==> src/rtl/elelock_if.sv <==
// Ten-key lock bus: key/command inputs toward the lock core, status back out.
// Handshake: there is no valid/ready pair; close/enter/clear are single-cycle strobes sampled on every rising ck, tenkey is a level held while pressed, and all status outputs are registered.
interface elelock_if #(
  parameter int NDIGIT   = 4,
  parameter int MAX_FAIL = 3
) ();
  localparam int FCW = $clog2(MAX_FAIL + 1);
  localparam int DCW = $clog2(NDIGIT + 1);

  logic [9:0]     tenkey;
  logic           close;
  logic           enter;
  logic           clear;
  logic           lock;
  logic           alarm;
  logic [FCW-1:0] fail_cnt;
  logic [DCW-1:0] digit_cnt;
  logic [1:0]     state;

  modport master (
    output tenkey, close, enter, clear,
    input  lock, alarm, fail_cnt, digit_cnt, state
  );

  modport slave (
    input  tenkey, close, enter, clear,
    output lock, alarm, fail_cnt, digit_cnt, state
  );
endinterface

==> src/rtl/elelock_param.sv <==
// Parametrised electronic lock: captures one-hot ten-key presses into a BCD buffer,
// registers a code on close, unlocks on enter with a matching buffer, and enforces a timed penalty.
module elelock_param #(
  parameter int              NDIGIT      = 4,
  parameter int              MAX_FAIL    = 3,
  parameter int              PENALTY_CYC = 16,
  parameter logic [4*NDIGIT-1:0] INIT_CODE = {NDIGIT{4'h9}}
) (
  input  logic     ck,
  input  logic     reset,
  elelock_if.slave bus
);
  localparam int FCW = $clog2(MAX_FAIL + 1);
  localparam int DCW = $clog2(NDIGIT + 1);
  localparam int TW  = (PENALTY_CYC > 1) ? $clog2(PENALTY_CYC) : 1;
  localparam int BW  = 4 * NDIGIT;

  typedef enum logic [1:0] {
    ST_OPEN    = 2'd0,
    ST_LOCKED  = 2'd1,
    ST_PENALTY = 2'd2
  } state_e;

  state_e         state_q, state_d;
  logic [BW-1:0]  code_q, code_d;
  logic [BW-1:0]  buf_q, buf_d;
  logic [DCW-1:0] digit_cnt_q, digit_cnt_d;
  logic [FCW-1:0] fail_cnt_q, fail_cnt_d;
  logic [FCW-1:0] fail_inc;
  logic [TW-1:0]  timer_q, timer_d;
  logic           ke1_q, ke1_d;
  logic           ke2_q, ke2_d;
  logic [3:0]     key_ones;
  logic [3:0]     key_digit;
  logic           key_accept;
  logic           buf_full;
  logic           match;
  logic           flush;
  logic           accept;

  // Encode the key value present on the accepting cycle; anything but one hot key is dropped.
  always_comb begin
    key_ones  = 4'd0;
    key_digit = 4'd0;
    for (int i = 0; i < 10; i++) begin
      if (bus.tenkey[i]) begin
        key_ones  = key_ones + 4'd1;
        key_digit = 4'(i);
      end
    end
  end

  assign key_accept = ke1_q & ~ke2_q & (key_ones == 4'd1);
  assign buf_full   = (digit_cnt_q == DCW'(NDIGIT));
  assign match      = buf_full && (buf_q == code_q);
  assign fail_inc   = fail_cnt_q + FCW'(1);

  always_comb begin
    state_d     = state_q;
    code_d      = code_q;
    buf_d       = buf_q;
    digit_cnt_d = digit_cnt_q;
    fail_cnt_d  = fail_cnt_q;
    timer_d     = timer_q;
    ke1_d       = |bus.tenkey;
    ke2_d       = ke1_q;
    flush       = 1'b0;
    accept      = 1'b0;

    unique case (state_q)
      ST_OPEN: begin
        if (bus.close) begin
          if (buf_full) code_d = buf_q;
          state_d = ST_LOCKED;
          flush   = 1'b1;
        end else if (bus.clear) begin
          flush = 1'b1;
        end else begin
          accept = key_accept;
        end
      end
      ST_LOCKED: begin
        if (bus.enter) begin
          flush = 1'b1;
          if (match) begin
            state_d    = ST_OPEN;
            fail_cnt_d = '0;
          end else begin
            // fail_cnt is below MAX_FAIL whenever LOCKED, so the increment cannot overshoot.
            fail_cnt_d = fail_inc;
            if (fail_inc == FCW'(MAX_FAIL)) begin
              state_d = ST_PENALTY;
              timer_d = TW'(PENALTY_CYC - 1);
            end
          end
        end else if (bus.clear) begin
          flush = 1'b1;
        end else begin
          accept = key_accept;
        end
      end
      ST_PENALTY: begin
        if (timer_q == '0) begin
          state_d    = ST_LOCKED;
          fail_cnt_d = '0;
          flush      = 1'b1;
        end else begin
          timer_d = timer_q - TW'(1);
        end
      end
      default: state_d = ST_OPEN;
    endcase

    if (flush) begin
      buf_d       = '1;
      digit_cnt_d = '0;
    end else if (accept) begin
      buf_d      = buf_q << 4;
      buf_d[3:0] = key_digit;
      if (!buf_full) digit_cnt_d = digit_cnt_q + DCW'(1);
    end
  end

  always_ff @(posedge ck or posedge reset) begin
    if (reset) begin
      state_q     <= ST_OPEN;
      code_q      <= INIT_CODE;
      buf_q       <= '1;
      digit_cnt_q <= '0;
      fail_cnt_q  <= '0;
      timer_q     <= '0;
      ke1_q       <= 1'b0;
      ke2_q       <= 1'b0;
    end else begin
      state_q     <= state_d;
      code_q      <= code_d;
      buf_q       <= buf_d;
      digit_cnt_q <= digit_cnt_d;
      fail_cnt_q  <= fail_cnt_d;
      timer_q     <= timer_d;
      ke1_q       <= ke1_d;
      ke2_q       <= ke2_d;
    end
  end

  assign bus.lock      = (state_q != ST_OPEN);
  assign bus.alarm     = (state_q == ST_PENALTY);
  assign bus.fail_cnt  = fail_cnt_q;
  assign bus.digit_cnt = digit_cnt_q;
  assign bus.state     = state_q;
endmodule
==> src/flat_wrapper.sv <==
// flat-port wrapper written by rule: the top's interface ports become plain ports
module elelock_param_flat 
#(
  parameter int              NDIGIT      = 4,
  parameter int              MAX_FAIL    = 3,
  parameter int              PENALTY_CYC = 16,
  parameter logic [4*NDIGIT-1:0] INIT_CODE = {NDIGIT{4'h9}}
)
  (ck, reset, bus_tenkey, bus_close, bus_enter, bus_clear, bus_lock, bus_alarm, bus_fail_cnt, bus_digit_cnt, bus_state);
  elelock_if #(.NDIGIT(NDIGIT), .MAX_FAIL(MAX_FAIL)) bus_i ();
  input  logic ck;
  input  logic reset;
  input wire logic [$bits(bus_i.tenkey)-1:0] bus_tenkey;
  input wire logic [$bits(bus_i.close)-1:0] bus_close;
  input wire logic [$bits(bus_i.enter)-1:0] bus_enter;
  input wire logic [$bits(bus_i.clear)-1:0] bus_clear;
  output wire logic [$bits(bus_i.lock)-1:0] bus_lock;
  output wire logic [$bits(bus_i.alarm)-1:0] bus_alarm;
  output wire logic [$bits(bus_i.fail_cnt)-1:0] bus_fail_cnt;
  output wire logic [$bits(bus_i.digit_cnt)-1:0] bus_digit_cnt;
  output wire logic [$bits(bus_i.state)-1:0] bus_state;
  assign bus_i.tenkey = bus_tenkey;
  assign bus_i.close = bus_close;
  assign bus_i.enter = bus_enter;
  assign bus_i.clear = bus_clear;
  assign bus_lock = bus_i.lock;
  assign bus_alarm = bus_i.alarm;
  assign bus_fail_cnt = bus_i.fail_cnt;
  assign bus_digit_cnt = bus_i.digit_cnt;
  assign bus_state = bus_i.state;
  elelock_param #(.NDIGIT(NDIGIT), .MAX_FAIL(MAX_FAIL), .PENALTY_CYC(PENALTY_CYC), .INIT_CODE(INIT_CODE)) u_core (.ck(ck), .reset(reset), .bus(bus_i));
endmodule
==> config.mk <==
export PLATFORM = sky130hd
export DESIGN_NAME = elelock_param_flat
export DESIGN_NICKNAME = d
export VERILOG_FILES = /design/src/rtl/elelock_if.sv /design/src/rtl/elelock_param.sv /design/src/flat_wrapper.sv
export SDC_FILE = /design/constraint.sdc
export NUM_CORES = 1
export LEC_CHECK = 0
export ABC_AREA = 1
export CAP_MARGIN = 20
export CORE_UTILIZATION = 61
export CTS_BUF_LIST = sky130_fd_sc_hd__clkbuf_4
export DETAILED_ROUTE_END_ITERATION = 10
export PLACE_DENSITY = 0.83
export SYNTH_ARGS = -nofsm -noshare
export SYNTH_HDL_FRONTEND = slang
export SYNTH_SLANG_ARGS = --single-unit
export TNS_END_PERCENT = 10
==> constraint.sdc <==
create_clock -name ck -period 2.2 [get_ports ck]
set_clock_uncertainty 0.15 [all_clocks]
set_input_delay 0.44 -clock ck [delete_from_list [all_inputs] [get_ports ck]]
set_output_delay 0.44 -clock ck [all_outputs]
set_load 0.03 [all_outputs]
==> impl_results.md, run 1 <==
* Dpl cell area at 0.00403 mm2
* Largest net degree at the start of global routing at 46
* Initial Util at 65.4%
* Clk sink count at 45
* Worst endpoint type: register input
* Seq/Total Area, Yosys at 36.5%
* TritonCTS Buffers at 5
* Yosys cell types at 38
* Die Y at 74.1 um
* IO Pins at 24
* Post-DP HPWL at 5840 um
* Synthesized area per cell at 7.43 um2
* Stop err: [ERROR GRT-0232] Routing congestion too high. Check the congestion heatmap in the GUI.
* Synth Instances at 427
* Status: aborted with a tool error
* Mapped cell area at 0.00317 mm2
* Placed insts at 572
* Syn nets at 457
* CTS Root Buffer Type: clkbuf_4
* Row count at 25
* Final global-route overflow total at 11
* Worst endpoint after global-route timing repair: u_core.buf_q[5]$_DFFE_PP1P_/D
* Synth Register Bits at 45
* Ys async rst share at 100%
* Post-synth EDFFs at 0
* Synth Warn # at 0
* Htree depth at 2
* IO buf count at 23
* Maximum buffer depth of the clock tree at 2
* Routability cong. at 0.929
* Synth area leader: dfstp_2
* Fail Step: global routing
* Total Routing Usage GR at 67.6%
* Post-synth top area share at 19.9%
* Ys flop type: dfstp_2
* Area contributors post-synth: dfstp_2 20%, dfrtp_1 17%, nand2_1 14%, inv_1 6.7%, nand3_1 6.5%
* Die width at 74.1 um
==> routing by layer <==
layer  global-route usage [%]  overflow
met1                     67.7         1
met2                     88.9         6
met3                     45.4         0
met4                     72.0         4
met5                     3.70         0
==> synth_stat cells, types with 4 or more instances <==
cell type and n:
a21oi_1 4, dfrtp_1 21, dfstp_2 24, ha_1 15
inv_1 57, inv_2 7, mux2_2 5, nand2_1 120
nand2_2 11, nand2_4 5, nand3_1 41, nand3_2 8
nand4_1 6, nor2_1 34, o21ai_0 23, xor2_1 5
==> cells by family after synthesis <==
| kind of cell | count (synthesis) | synth area share [%] |
|---|---|---|
| xor gates and xnor gates | 8 | 2.21 |
| and+or+nand+nor | 241 | 37.1 |
| AOI/OAI and AO/OA | 42 | 7.89 |
| muxes | 5 | 1.78 |
| adders and majority gates | 15 | 5.92 |
| DFF | 45 | 36.5 |
| buffers and inverters | 71 | 8.64 |
==> timing repair <==
item | in CTS
pin swaps | 12
setup buffers | 26
gates resized for setup | 39
hold buffers | 0
gates cloned | 1
hold endpoints to repair | 0
endpoints found under the setup margin | 25
==> stage by stage <==
stage	setup TNS, ns	util, %	worst slack [ns]
4_1_cts	-45.97	91.0	-2.46
3_5_place_dp	-66.73	83.0	-3.59
2_1_floorplan	-47.00	-	-2.49
3_3_place_gp	-62.59	83.0	-3.34
==> run 2: changes to the inputs <==
CORE_UTILIZATION = 40   (was 61)
CTS_BUF_LIST = not set   (was sky130_fd_sc_hd__clkbuf_4)
PLACE_DENSITY = not set   (was 0.83)
PLACE_DENSITY_LB_ADDON = 0.15   (was not set)
==> run 2 against run 1 <==
  * Synthesized area unchanged
  * Synthesized cell count unchanged
  * The flow now finishes, with violations (setup timing)
==> impl_results.md, run 2 <==
* IO Pins at 24 (unchanged)
* Failing checks: setup timing
* Most common cell after layout, fill and taps aside: nand2_1
* Post-synth top area share at 19.9% (unchanged)
* Initial Util at 41.2% (was 65.4%)
* Largest net degree at the start of global routing at 31
* Crit-path max cell delay at 0.27 ns
* Post-synth EDFFs at 0 (unchanged)
* Most frequent cells in the layout: 98 x nand2_1, 92 x buf_4, 51 x inv_1
* Area contributors post-synth: dfstp_2 20%, dfrtp_1 17%, nand2_1 14%, inv_1 6.7%, nand3_1 6.5% (unchanged)
* Slew margin rel. at 57.8%
* Antenna cells at 0
* DRT Pass-1 Iters at 4
* Max VDD drop at 0.000250 V
* Critical path class: in -> reg
* Setup slack, reg-to-reg at -0.10 ns
* Drt drc at 0
* # setup viols final at 19
* Critical Path Fanout Max at 5
* Vias in the first global route at 3079
* DR iter-0 viols at 88
* Synth Warn # at 0 (unchanged)
* Layout Utilization at 61.2%
* TritonCTS Buffers at 5 (unchanged)
* RSZ-0062 raised after global routing: yes
* Placeable Area at 0.00769 mm2
* Max Freq at 215 MHz
* Final Power at 0.00346 W
* Fin crit share at 212%
* Htree depth at 2 (unchanged)
* Final hold viol count at 0
* Data required, critical path at 2.28 ns
* Seq/Total Area, Yosys at 36.5% (unchanged)
* Reg clk slew, reported paths at 0.08 ns
* Total Wirelength at 8010 um
* Synth Register Bits at 45 (unchanged)
* Hold_buf cts at 0 (unchanged)
* Die width at 91.0 um (was 74.1 um)
* Post-Place Worst Slack at -3.46 ns (was -3.59 ns)
* Period minus WS final at 4.66 ns
* Most frequent cells after synthesis: 120 x nand2_1, 57 x inv_1, 41 x nand3_1 (unchanged)
* Max-cap violations at 0
* FILL cells at 683
* Mapped cell area at 0.00317 mm2 (unchanged)
* Worst path arrival time at 4.73 ns
* Synthesis-to-finish area growth at 48.3%
* DR vias/cell at 4.78
* Wire length per cell at 12.3 um
* Hold Path Class: reg -> reg
* Final ANT Viol Nets at 0
* Fin nets at 580
* CTS Root Buffer Type: clkbuf_8 (was clkbuf_4)
* IO buf count at 23 (unchanged)
* Worst-Margin Slew at 0.629 ns
* CTS tree: done
* Layout cells sized above 1 at 41.9%
* Largest regs: u_core.buf_q (16), u_core.code_q (16), u_core.timer_q (4)
* Ys flop type: dfstp_2 (unchanged)
* Initial antenna violation count at 0
* Critical path's slowest cell: ha_4
* Post-DP HPWL at 5660 um (was 5840 um)
* Yosys cell types at 38 (unchanged)
* Cell Pwr Density at 736 mW/mm2
* Synthesized area per cell at 7.43 um2 (unchanged)
* Maximum buffer depth of the clock tree at 2 (unchanged)
* Final global-route overflow total at 0
* Pins Over Slew Limit at 0
* Most common cell in the netlist: nand2_1 (unchanged)
* Setup ws final at -2.46 ns
* Status: complete, but fails checks (was aborted with a tool error)
* Total Routing Usage GR at 19.7%
* Synth Instances at 427 (unchanged)
* CP startpoint kind: primary input
* Critical Path End Type: flip-flop
* Routability cong. at 0.825 (was 0.929)
* Ys async rst share at 100% (unchanged)
* Synth area leader: dfstp_2 (unchanged)
* Total die area at 0.00829 mm2
* Worst-Skew Late Latency at 0.30 ns
* Die Y at 91.0 um (was 74.1 um)
* Syn nets at 457 (unchanged)
* Post-Route Setup TNS at -45.89 ns
* Clk sink count at 45 (unchanged)
* First-pass GRT wire length at 13500 um
* Lkg Pwr at 2.38 nW
* Via count at 3123
* Row count at 32 (was 25)
run 2: report_power, final:
group	internal, W	total [W]	leakage [nW]	switching (W)
sequential	0.000977	0.00105	0.510	0.0000768
clock	0.000255	0.000538	0.0512	0.000284
combinational	0.000850	0.00187	1.82	0.00102
total	0.00208	0.00346	2.38	0.00138
run 2: what timing repair did:
| action | in CTS | in global routing |
|---|---|---|
| gates resized for setup | 25 | 47 |
| setup buffers | 23 | 7 |
| gates cloned | 1 | 1 |
| setup endpoints to repair | 21 | 23 |
| pin swaps | 10 | 26 |
run 2: final timing paths:
kind | to | cells past startpoint | from
setup reg to reg | u_core.buf_q[9] | 12 | u_core.bus.state[1]
min in group asynchronous | u_core.timer_q[0] | 2 | reset
hold / removal | u_core.ke2_q | 0 | u_core.ke1_q
hold reg to reg | u_core.ke2_q | 0 | u_core.ke1_q
setup / recovery | u_core.buf_q[9] | 34 | bus_tenkey[1]
max in group asynchronous | u_core.buf_q[9] | 3 | reset
run 2: layout make-up:
cell class              instances  area, um2  share of cell area, %
clock buffers                   6       82.6                   1.76
well taps                     102        128                   2.71
repair buffers                119       1020                   21.7
inverters                      67        272                   5.77
multi-input cells             312       2030                   43.2
clock inverters                 2       13.8                  0.293
flip-flops and latches         45       1160                   24.6
run 2: cells by family (layout without fill, tap and decap cells):
family / count (synthesis) / after routing / synth area share (%)
AND/OR/NAND/NOR: 241 / 242 / 37.1
flip-flops: 45 / 45 / 36.5
AO/OA/AOI/OAI: 42 / 42 / 7.89
adder cells (fa/ha/maj): 15 / 15 / 5.92
multiplexers: 5 / 5 / 1.78
buffers and inverters: 71 / 194 / 8.64
XOR/XNOR: 8 / 8 / 2.21
run 2: metal layers:
metal,part of all wire [%],GRT usage (%),up-vias
met5,0,0,-
met4,0.91,4.50,0
met3,1.7,2.26,6
met2,51,35.6,31
met1,46,25.0,1470
li1,-,-,1616
run 2: per-stage QoR:
step | area [um2] | hold slack [ns] | cells
floorplan | 3250 | 0.196 | 427
CTS | 4430 | 0.241 | 646
global placement | 4120 | 0.216 | 614
global route | 4700 | 0.257 | 653
finish | 4700 | 0.232 | 653
detailed placement | 4120 | 0.220 | 614
run 2: critical path: cells and delay by family:
family / cells / cell delay [ns]
fa+ha+maj: 8 / 1.84
simple gates: 17 / 1.69
buf+inv: 7 / 0.49
compound gates: 2 / 0.26
No activity file was read; power rests on OpenSTA's default activity.
==> run 3: changes to the inputs <==
CORE_MARGIN = 3   (was not set)
==> run 3 against run 2 <==
  * Largest cell class unchanged
  * Cell count is 0.46% higher
  * Global-route usage shrank 0.48 points
  * Register-to-register slack improved by 0.06 ns
  * Routed wire length up 9.8%
  * The flow still finishes with violations (setup timing)
  * Total power rose by 6.3%
  * Critical path type unchanged
  * Hold slack better by 0.014 ns
  * Critical path depth rose by 2
  * Sequential share of layout area decreased by 0.80 points
  * Sequential power barely moved
  * Non-clock buffer count rose by 6
==> impl_results.md, run 3 (same netlist as run 2, synthesis figures left out) <==
* Worst path arrival time at 4.75 ns (was 4.73 ns)
* Setup slack, reg-to-reg at -0.04 ns (was -0.10 ns)
* TritonCTS Buffers at 5 (unchanged)
* Layout cells sized above 1 at 45.8% (was 41.9%)
* Placed insts at 609 (was 614)
* Setup ws final at -2.46 ns (about the same)
* Max VDD drop at 0.000287 V (was 0.000250 V)
* # setup viols final at 19 (unchanged)
* Register area at 0.00116 mm2 (unchanged)
* Status: complete, but fails checks (unchanged)
* Vias in the first global route at 3136 (was 3079)
* Via count at 3222 (was 3123)
* Total Wirelength at 8800 um (was 8010 um)
* Post-DP HPWL at 5520 um (was 5660 um)
* Final global-route overflow total at 0 (unchanged)
* Largest regs: u_core.buf_q (16), u_core.code_q (16), u_core.timer_q (4) (unchanged)
* Final Power at 0.00368 W (was 0.00346 W)
* Critical Path Fanout Max at 8 (was 5)
* Initial Util at 42.4% (was 41.2%)
* Htree depth at 2 (unchanged)
* Total Routing Usage GR at 19.2% (was 19.7%)
* Max-cap violations at 0 (unchanged)
* IO Pins at 24 (unchanged)
* Largest net degree at the start of global routing at 35 (was 31)
* Most frequent cells in the layout: 94 x buf_4, 89 x nand2_1, 48 x inv_1 (was 98 x nand2_1, 92 x buf_4, 51 x inv_1)
* DR iter-0 viols at 131 (was 88)
* Period minus WS final at 4.66 ns (about the same)
* Failing checks: setup timing (unchanged)
* Synthesis-to-finish area growth at 53.3% (was 48.3%)
* Slew margin rel. at 67.6% (was 57.8%)
* Initial antenna violation count at 0 (unchanged)
* Reg clk slew, reported paths at 0.08 ns (about the same)
* Die Y at 95.0 um (was 91.0 um)
* CTS Root Buffer Type: clkbuf_8 (unchanged)
* Hold Path Class: reg -> reg (unchanged)
* FILL cells at 617 (was 683)
* Final hold viol count at 0 (unchanged)
* Crit-path max cell delay at 0.27 ns (about the same)
* Clk sink count at 45 (unchanged)
* IO buf count at 23 (unchanged)
* Critical Path End Type: flip-flop (unchanged)
* CP startpoint kind: primary input (unchanged)
* Placeable Area at 0.00749 mm2 (was 0.00769 mm2)
* Data required, critical path at 2.29 ns (was 2.28 ns)
* Total die area at 0.00903 mm2 (was 0.00829 mm2)
* Die width at 95.0 um (was 91.0 um)
* Critical path's slowest cell: ha_4 (unchanged)
* Antenna cells at 0 (unchanged)
* Fin crit share at 212% (about the same)
* RSZ-0062 raised after global routing: yes (unchanged)
* Maximum buffer depth of the clock tree at 2 (unchanged)
* CTS tree: done (unchanged)
* Worst-Skew Late Latency at 0.30 ns (about the same)
* Non-Filler Instances at 656 (was 653)
* Most common cell after layout, fill and taps aside: buf_4 (was nand2_1)
* Critical path class: in -> reg (unchanged)
* Pins Over Slew Limit at 0 (unchanged)
* First-pass GRT wire length at 14000 um (was 13500 um)
* Drt drc at 0 (unchanged)
* Multi-input gate area at 0.00213 mm2 (was 0.00203 mm2)
* Cell Pwr Density at 757 mW/mm2 (was 736 mW/mm2)
* Row count at 31 (was 32)
* Post-Route Setup TNS at -45.79 ns (was -45.89 ns)
* DRT Pass-1 Iters at 4 (unchanged)
* Max Freq at 215 MHz (about the same)
* Wire length per cell at 13.4 um (was 12.3 um)
* DR vias/cell at 4.91 (was 4.78)
* Routability cong. at 0.816 (was 0.825)
* Final ANT Viol Nets at 0 (unchanged)
* Worst-Margin Slew at 0.484 ns (was 0.629 ns)
* Fin nets at 586 (was 580)
* Most frequent CP cell: ha_4
* Lkg Pwr at 2.43 nW (was 2.38 nW)
==> run 3: cell count changes in the layout (fill, tap and decap cells not counted), moves of 3 or more <==
cell / delta
nor2_1: -3
inv_1: -3
nand2_2: +4
nand2_1: -9
nand2_4: +5
nor2_2: +3
nand3_1: -3
buf_6: +5
==> run 3: worst max-delay path: cells and delay by family <==
| family | cells | cell delay (ns) |
|---|---|---|
| adder cells (fa/ha/maj) | 7 | 1.46 |
| buffers and inverters | 11 | 1.01 |
| AND/OR/NAND/NOR | 16 | 1.51 |
| AO/OA/AOI/OAI | 2 | 0.27 |
==> run 3: what timing repair did <==
item	in CTS	in global routing
buffers inserted	38	3
hold buffers	0	0
resized for setup	36	71
setup endpoints to repair	24	23
endpoints found under the hold margin	0	0
cloned	1	0
pin swaps	12	33
==> run 3: power by group <==
group          total [W]  switching (W)  internal (W)
clock network   0.000652       0.000282      0.000369
registers        0.00104      0.0000664      0.000976
logic            0.00199        0.00109      0.000890
total            0.00368        0.00144       0.00224
==> run 3: final cells by class <==
class / count / share of cell area, %
well taps: 99 / 2.55
clock inverters: 2 / 0.772
clock buffers: 6 / 1.70
flip-flops and latches: 45 / 23.8
multi-input cells: 312 / 43.8
repair buffers: 125 / 21.8
inverters: 67 / 5.69
==> run 3: metal layers <==
| layer | part of all wire, % | global-route usage, % | up-vias | routed length (um) |
|---|---|---|---|---|
| met5 | 0 | 0 | - | 0 |
| met4 | 2.8 | 6.61 | 0 | 244 |
| met3 | 2.3 | 2.37 | 18 | 206 |
| met2 | 51 | 32.8 | 40 | 4470 |
| met1 | 44 | 25.1 | 1534 | 3870 |
| li1 | - | - | 1630 | - |
==> run 3: path summary, 6_finish.rpt <==
check,depth (start not counted),to,start
worst max-delay path,36,u_core.buf_q[11],bus_tenkey[0]
worst min-delay path,0,u_core.ke2_q,u_core.ke1_q
worst max register to register,12,u_core.buf_q[11],u_core.bus.state[1]
worst min register to register,0,u_core.ke2_q,u_core.ke1_q
max in group asynchronous,3,u_core.code_q[12],reset
min in group asynchronous,2,u_core.timer_q[3],reset
==> run 3: per-stage QoR <==
stage,hold WS (ns),util (%),instance area (um2),setup slack [ns]
6_report,0.246,64.9,4860,-2.46
3_5_place_dp,0.232,54.7,4090,-3.50
2_1_floorplan,0.196,-,3250,-2.49
5_1_grt,0.265,64.9,4860,-2.63
3_3_place_gp,0.216,54.7,4090,-3.35
4_1_cts,0.253,61.0,4570,-2.47
==> run 4: changes to the inputs <==
clock period = 5.8 ns   (was 2.2 ns; I/O delays follow)
==> run 4 against run 3 <==
  * The flow now finishes without violations
  * Combinational power shrank 68%
  * Sequential share of layout area is 2.6 points higher
  * Setup slack better by 2.6 ns
  * Critical path depth up 5
  * Cell area decreased by 10%
  * Clock-buffer cell count increased by 1
  * Global-route usage decreased by 0.44 points
  * Clock power down 62%
  * Die area unchanged
  * Core utilization shrank 6.5 points
  * Via count fell by 5.3%
  * First-iteration DRC count up 6.9%
  * Critical path type unchanged
  * Largest cell class unchanged
  * Largest power group unchanged
==> impl_results.md, run 4 (same netlist as run 2, synthesis figures left out) <==
* Total Routing Usage GR at 18.8% (was 19.2%)
* Final hold viol count at 0 (unchanged)
* IO buf count at 23 (unchanged)
* Largest net degree at the start of global routing at 46 (was 35)
* Maximum buffer depth of the clock tree at 2 (unchanged)
* Hold Path Class: reg -> reg (unchanged)
* DR WL met3 at 260 um (was 206 um)
* Lkg Pwr at 2.21 nW (was 2.43 nW)
* Row count at 31 (unchanged)
* CP startpoint kind: primary input (unchanged)
* IO Pins at 24 (unchanged)
* Cell Pwr Density at 292 mW/mm2 (was 757 mW/mm2)
* Met2 wire len at 4020 um (was 4470 um)
* Vias in the first global route at 2961 (was 3136)
* Synthesis-to-finish area growth at 38.0% (was 53.3%)
* Wire length per cell at 13.2 um (was 13.4 um)
* Worst-Margin Slew at 0.901 ns (was 0.484 ns)
* Via count at 3051 (was 3222)
* Period minus WS final at 5.70 ns
* Layout cells sized above 1 at 36.5% (was 45.8%)
* Most common cell after layout, fill and taps aside: nand2_1 (was buf_4)
* Htree depth at 2 (unchanged)
* Hold_buf cts at 0 (unchanged)
* Status: complete, no violations (was complete, but fails checks)
* Fin crit share at 98.2%
* CTS tree: done (unchanged)
* Data required, critical path at 5.88 ns (was 2.29 ns)
* Antenna cells at 0 (unchanged)
* Critical path class: in -> reg (unchanged)
* Critical Path End Type: flip-flop (unchanged)
* Crit-path max cell delay at 0.29 ns (was 0.27 ns)
* Top routing layer in use: met4 (unchanged)
* Most frequent CP cell: buf_4 (was ha_4)
* Initial Util at 42.4% (unchanged)
* Worst-Skew Late Latency at 0.30 ns (about the same)
* Total die area at 0.00903 mm2 (unchanged)
* Post-Route Setup TNS at 0 ns (was -45.79 ns)
* Largest regs: u_core.buf_q (16), u_core.code_q (16), u_core.timer_q (4) (unchanged)
* Final ANT Viol Nets at 0 (unchanged)
* First-pass GRT wire length at 13400 um (was 14000 um)
* Clk sink count at 45 (unchanged)
* Worst path arrival time at 5.78 ns (was 4.75 ns)
* Critical path's slowest cell: ha_4 (unchanged)
* Drt drc at 0 (unchanged)
* Pins Over Slew Limit at 0 (unchanged)
* Max-cap violations at 0 (unchanged)
* Final Power at 0.00128 W (was 0.00368 W)
* DR iter-0 viols at 140 (was 131)
* FILL cells at 644 (was 617)
* Non-Filler Instances at 620 (was 656)
* Total Wirelength at 8190 um (was 8800 um)
* Most frequent cells in the layout: 100 x nand2_1, 64 x buf_4, 52 x inv_1 (was 94 x buf_4, 89 x nand2_1, 48 x inv_1)
* TritonCTS Buffers at 5 (unchanged)
* Slew margin rel. at 39.8% (was 67.6%)
* Die width at 95.0 um (unchanged)
* CTS Root Buffer Type: clkbuf_8 (unchanged)
* Final global-route overflow total at 0 (unchanged)
* Fin nets at 550 (was 586)
* Post-DP HPWL at 5350 um (was 5520 um)
* Placeable Area at 0.00749 mm2 (unchanged)
* M1 WL at 3690 um (was 3870 um)
* Die Y at 95.0 um (unchanged)
* Initial antenna violation count at 0 (unchanged)
* DR vias/cell at 4.92 (was 4.91)
* Max Freq at 176 MHz
* Max VDD drop at 0.000107 V (was 0.000287 V)
* Reg clk slew, reported paths at 0.08 ns (about the same)
* DRT Pass-1 Iters at 4 (unchanged)
* Placed insts at 566 (was 609)
* Routability cong. at 0.790 (was 0.816)
* Critical Path Fanout Max at 5 (was 8)
* # setup viols final at 0 (was 19)
-- run 4: cell types whose count changed in the layout (fill, tap and decap cells not counted), moves of 5 or more --
cell / change
nand3_1: +7
nand2_1: +11
nand3_2: -6
buf_4: -30
nand2_4: -5
nand2_2: -5
-- run 4: critical path, delay by kind of cell --
| kind | cells | cell delay (ns) |
|---|---|---|
| AO/OA/AOI/OAI | 2 | 0.25 |
| adder cells (fa/ha/maj) | 2 | 0.54 |
| buffers and inverters | 24 | 2.76 |
| AND/OR/NAND/NOR | 13 | 1.05 |
-- run 4: layout make-up --
| type | count | area, um2 | share of cell area (%) |
|---|---|---|---|
| well taps | 99 | 124 | 2.83 |
| repair buffers | 88 | 724 | 16.6 |
| clock buffers | 7 | 86.3 | 1.97 |
| flip-flops and latches | 45 | 1160 | 26.4 |
| multi-input cells | 313 | 2000 | 45.6 |
| inverters | 67 | 259 | 5.92 |
| clock inverters | 1 | 30.0 | 0.686 |
-- run 4: final timing paths --
kind                                startpoint                end  slack [ns]  depth (start not counted)
hold reg to reg                   u_core.ke1_q       u_core.ke2_q        0.23                          0
setup / recovery                 bus_tenkey[1]   u_core.buf_q[11]        0.10                         41
setup reg to reg           u_core.bus.state[0]   u_core.buf_q[11]        3.19                         13
min in group asynchronous                reset  u_core.code_q[10]        1.15                          3
hold / removal                    u_core.ke1_q       u_core.ke2_q        0.23                          0
max in group asynchronous                reset  u_core.code_q[12]        3.96                          3
-- run 4: metrics by stage --
step	util (%)	area (um2)	worst slack, ns	hold WS, ns
after floorplan	-	3170	0.0186	0.196
after global placement	48.9	3660	-0.712	0.209
after detailed placement	48.9	3660	-0.880	0.228
after CTS	55.4	4150	0.00895	0.249
after global routing	58.5	4380	-0.0543	0.256
final	58.5	4380	0.104	0.234
-- run 4: power by group --
group / internal, W / leakage (nW) / switching, W / total, W
combinational: 0.000259 / 1.65 / 0.000373 / 0.000632
clock: 0.000141 / 0.0585 / 0.000107 / 0.000248
sequential: 0.000371 / 0.510 / 0.0000293 / 0.000400
-- run 4: layer usage --
metal | vias to the layer above | global-route usage, %
met1 | 1417 | 24.1
met5 | - | 0
li1 | 1559 | -
met3 | 21 | 3.24
met4 | 0 | 6.49
met2 | 54 | 31.8
-- run 4: what timing repair did --
action | in CTS | in global routing
resized for setup | 21 | 53
gates cloned | 2 | 0
endpoints found under the setup margin | 19 | 19
pin swaps | 14 | 21
setup buffers | 41 | 4
endpoints found under the hold margin | 0 | 0
